### config.mk
export PLATFORM = sky130hd
export DESIGN_NAME = pipeline_hazard_ctrl
export DESIGN_NICKNAME = d
export VERILOG_FILES = /design/src/rtl/pipeline_hazard_ctrl.sv
export SDC_FILE = /design/constraint.sdc
export NUM_CORES = 1
export LEC_CHECK = 0
export CAP_MARGIN = 10
export CORE_MARGIN = 1.5
export CORE_UTILIZATION = 45
export DETAILED_ROUTE_END_ITERATION = 12
export PLACE_DENSITY = 0.79
export SLEW_MARGIN = 20
export SYNTH_ARGS = -nofsm -noshare
export SYNTH_HDL_FRONTEND = slang
export SYNTH_SLANG_ARGS = --single-unit
### constraint.sdc
create_clock -name clk -period 2.4 [get_ports clk]
set_clock_uncertainty 0.05 [all_clocks]
set_input_delay 0.24 -clock clk [delete_from_list [all_inputs] [get_ports clk]]
set_output_delay 0.24 -clock clk [all_outputs]
set_load 0.01 [all_outputs]
### src/rtl/pipeline_hazard_ctrl.sv
// Hazard and sequencing controller for the 5-stage pipeline.
// Produces load-use stalls, redirect squashes and memory-busy freezes,
// and keeps saturating debug counters for stall and flush events.
module pipeline_hazard_ctrl #(
   parameter int unsigned CNT_W = 16
) (
   input  logic             clk,
   input  logic             reset,
   input  logic [4:0]       ID_Rs1,
   input  logic [4:0]       ID_Rs2,
   input  logic             ID_UsesRs1,
   input  logic             ID_UsesRs2,
   input  logic [4:0]       EX_Rd,
   input  logic             EX_MemRead,
   input  logic             EX_Redirect,
   input  logic             MEM_Busy,
   output logic             PcStall,
   output logic             IfIdStall,
   output logic             IfIdFlush,
   output logic             IdExBubble,
   output logic             PipeFreeze,
   output logic [1:0]       State,
   output logic [CNT_W-1:0] StallCount,
   output logic [CNT_W-1:0] FlushCount
);

   typedef enum logic [1:0] {
      ST_RUN      = 2'd0,
      ST_REDIRECT = 2'd1,
      ST_FREEZE   = 2'd2
   } state_t;

   localparam logic [CNT_W-1:0] CNT_MAX = '1;

   state_t state_q, state_d;
   state_t ret_q, ret_d;
   state_t eff_state;
   logic   load_use;
   logic   stall_inc;
   logic   flush_inc;
   logic [CNT_W-1:0] stall_cnt_q;
   logic [CNT_W-1:0] flush_cnt_q;

   // Load-use hazard: the EX load writes a register the ID instruction reads
   always_comb begin
      load_use = EX_MemRead && (EX_Rd != 5'd0) &&
                 ((ID_UsesRs1 && (ID_Rs1 == EX_Rd)) ||
                  (ID_UsesRs2 && (ID_Rs2 == EX_Rd)));
   end

   // Next-state and control outputs; leaving FREEZE acts in the saved state at once
   always_comb begin
      state_d    = state_q;
      ret_d      = ret_q;
      PcStall    = 1'b0;
      IfIdStall  = 1'b0;
      IfIdFlush  = 1'b0;
      IdExBubble = 1'b0;
      PipeFreeze = 1'b0;
      stall_inc  = 1'b0;
      flush_inc  = 1'b0;
      eff_state  = (state_q == ST_FREEZE) ? ret_q : state_q;

      if (reset) begin
         state_d = ST_RUN;
         ret_d   = ST_RUN;
      end else if (MEM_Busy) begin
         PipeFreeze = 1'b1;
         PcStall    = 1'b1;
         IfIdStall  = 1'b1;
         stall_inc  = 1'b1;
         ret_d      = eff_state;
         state_d    = ST_FREEZE;
      end else begin
         case (eff_state)
            ST_RUN: begin
               if (EX_Redirect) begin
                  IfIdFlush  = 1'b1;
                  IdExBubble = 1'b1;
                  flush_inc  = 1'b1;
                  state_d    = ST_REDIRECT;
               end else if (load_use) begin
                  PcStall    = 1'b1;
                  IfIdStall  = 1'b1;
                  IdExBubble = 1'b1;
                  stall_inc  = 1'b1;
                  state_d    = ST_RUN;
               end else begin
                  state_d = ST_RUN;
               end
            end
            ST_REDIRECT: begin
               // Squash the stale fetch word; a repeat redirect restarts the squash
               IfIdFlush = 1'b1;
               if (EX_Redirect) begin
                  IdExBubble = 1'b1;
                  flush_inc  = 1'b1;
                  state_d    = ST_REDIRECT;
               end else begin
                  state_d = ST_RUN;
               end
            end
            default: begin
               state_d = ST_RUN;
            end
         endcase
      end
   end

   // State and return register
   always_ff @(posedge clk or posedge reset) begin
      if (reset) begin
         state_q <= ST_RUN;
         ret_q   <= ST_RUN;
      end else begin
         state_q <= state_d;
         ret_q   <= ret_d;
      end
   end

   // Saturating event counters
   always_ff @(posedge clk or posedge reset) begin
      if (reset) begin
         stall_cnt_q <= '0;
         flush_cnt_q <= '0;
      end else begin
         if (stall_inc && (stall_cnt_q != CNT_MAX)) begin
            stall_cnt_q <= stall_cnt_q + CNT_W'(1);
         end
         if (flush_inc && (flush_cnt_q != CNT_MAX)) begin
            flush_cnt_q <= flush_cnt_q + CNT_W'(1);
         end
      end
   end

   assign State      = state_q;
   assign StallCount = stall_cnt_q;
   assign FlushCount = flush_cnt_q;

endmodule

==> results.tsv <==
metric	value	unit
Post-synth EDFFs	0	
vias in the first global route	1529	
worst path arrival time	1.99	ns
Placer Congestion	0.824	
Post-Syn Instances	180	
Reg clk slew, reported paths	0.07	ns
CTS root buffer	clkbuf_8	
element type at the critical path end	primary output	
CTS tree	done	
GRT Util Overall	20.1	%
Max Slew Vio Count	0	
die area	4450	µm²
largest net degree at the start of global routing	29	
DRC	0	
Worst EP required	2.11	ns
FP Rows	22	
total CTS buffers	5	
IO Pins	61	
post-synthesis cell type count	28	
Crit path largest cell delay	0.53	ns
Routed WL	4040	µm
Congestion Overflow GR	0	
Die X	66.7	µm
Worst VDD drop	0.000436	V
vias	1540	
Port-buffer cells	60	
YS warnings	0	
Hold Vio Cnt, Final	0	
Final min period	2.28	ns
core area	3770	µm²
Die H	66.7	µm
Clock Tree Buf Depth	2	
final worst-path cycle share	94.9	%
Setup Buffers After CTS	0	
vias per std cell	5.12	
max_cap viols	0	
CTS sink cnt	36	
area grow syn2layout	44.3	%
Slew headroom	71.1	%
Post-synth ARST share	100	%
worst slew pin tran	0.433	ns
H-tree Lvls	2	
Power per Cell Area	637	nW/µm²
CP Max Fanout	3	
WL/cell	13.4	µm
syn_nets	204	
Static Leak	1.21	nW
synthesized flop and latch total	36	
CP Launch Type	input pin	
# setup viols final	0	
ratio of cells with drive above 1 in the final layout	9.09	%
RSZ-0062 raised after global routing	no	
Slowest-stage cell, CP	or4_4	
fmax	0.439	GHz
Final ANT Viol Nets	0	
Final Total Pwr	1.68	mW
Worst Hold Class	input pin to asynchronous set/reset pin	
Avg Inst Size Synth	10.2	µm²
ANT cells	0	
initial core utilization	48.5	%
Clock Latency Late Sink	0.29	ns
global-route wire length before repair	6760	µm
Inst Count DP	293	
synthesized area	1830	µm²
cell breakdown of the critical path	clkdlybuf4s50_1, or4_4, o2111ai_2, nor3_1, a21o_1, dlygate4sd2_1	
initial antenna violation count	0	
DRT iter0 DRCs	52	
Top FF cell, synth	dfrtp_1	
critical path type	input pin to primary output	
TritonRoute pass-1 iters	4	
Finished Layout Cells	301	
status	finished clean	
nets@finish	276	
HPWL Detailed	3090	µm
sequential fraction of the synthesis area	49.3	%
[final timing paths]
check / startpoint / endpoint / slack (ns) / cells past startpoint
setup / recovery: EX_Rd[2] / IfIdStall / 0.12 / 6
hold / removal: reset / ret_q[1] / 0.38 / 2
setup reg to reg: FlushCount[4] / FlushCount[1] / 0.34 / 6
hold reg to reg: StallCount[5] / StallCount[5] / 0.44 / 1
max in group asynchronous: reset / StallCount[13] / 1.46 / 3
min in group clk: StallCount[5] / StallCount[5] / 0.44 / 1
[layout make-up]
| class | count | area (µm²) |
|---|---|---|
| fillers | 302 | 1130 |
| flip-flops and latches | 36 | 901 |
| multi-input cells | 133 | 886 |
| repair buffers | 68 | 668 |
| clock buffers | 6 | 82.6 |
| well taps | 48 | 60.1 |
| inverters | 8 | 30.0 |
| clock inverters | 2 | 10.0 |
[critical path, delay by kind of cell]
| kind | cells | cell delay, ns |
|---|---|---|
| compound gates | 2 | 0.42 |
| buf+inv | 2 | 0.73 |
| simple gates | 2 | 0.60 |
[per-layer routing]
metal | share of wire [%] | track usage [%] | vias up
met5 | 0 | 0 | -
met4 | 2.1 | 8.93 | 0
met3 | 9.1 | 6.08 | 9
met2 | 46 | 33.0 | 47
met1 | 43 | 24.1 | 726
li1 | - | - | 758
[placed cells by master (no fill, tap or decap)]
cell              n
a21o_1            2
a21oi_1           2
and3_1            5
buf_12            1
buf_4             7
clkbuf_8          6
clkdlybuf4s50_1  56
clkinv_2          2
dfrtp_1          36
dlygate4sd2_1     4
ha_1              2
inv_1             8
mux2_2            2
nand2_1          16
nand2b_1          1
nand3_1          12
nand4_1          10
nor2_1           15
nor2b_1           3
nor3_1            9
nor4_1            3
nor4_2            1
o2111ai_2         1
o211a_1           1
o21ai_0           4
o22ai_1           1
o31a_2            1
o31ai_4           1
or3_1             1
or4_4             1
xnor2_1          22
xor2_1           17
[cell families (layout without fill, tap and decap cells)]
group	Yosys count	in the layout	share of synthesized area, %
and+or+nand+nor	77	77	21.1
muxes	2	2	1.23
xor gates and xnor gates	39	39	18.7
DFF	36	36	49.3
adders and majority gates	2	2	1.37
AOI/OAI and AO/OA	13	13	5.89
buffers and inverters	11	84	2.46
[timing repair]
action                                  4_1_cts  5_1_grt
resized for setup                             5        0
endpoints found under the setup margin        3        0
hold buffers                                  0        0
[sequential cells by signal, summed over array words and instances, names as in the netlist]
signal and flops:
State 2, StallCount 16, FlushCount 16, ret_q 2
[cell usage after synthesis, types with 2 or more instances]
cell type,n,area [µm²]
dfrtp_1,36,901
inv_1,8,30.0
nor4_1,3,18.8
nand3_1,12,60.1
nand2_1,16,60.1
nor2b_1,3,18.8
a21o_1,2,15.0
o21ai_0,4,20.0
a21oi_1,2,10.0
clkbuf_1,2,7.51
ha_1,2,25.0
xnor2_1,22,193
mux2_2,2,22.5
and3_1,5,31.3
xor2_1,17,149
nor2_1,15,56.3
nor3_1,9,45.0
nand4_1,10,62.6
[report_power, final]
part	internal [mW]	total [mW]	switching, mW
clock	0.229	0.434	0.205
sequential	0.686	0.806	0.120
combinational	0.262	0.441	0.179
total	1.18	1.68	0.504
[per-stage QoR]
| stage | util [%] | setup slack (ns) | hold WS [ns] | TNS, ns | area, µm² |
|---|---|---|---|---|---|
| after floorplan | - | 0.480 | 0.256 | 0 | 1830 |
| after global placement | 67.5 | -0.112 | 0.431 | -0.852 | 2550 |
| after detailed placement | 67.5 | -0.138 | 0.427 | -1.60 | 2550 |
| after CTS | 69.9 | 0.133 | 0.370 | 0 | 2640 |
| after global routing | 69.9 | 0.00330 | 0.421 | 0 | 2640 |
| final | 69.9 | 0.123 | 0.382 | 0 | 2640 |
Power figures use the tool's default switching activity.
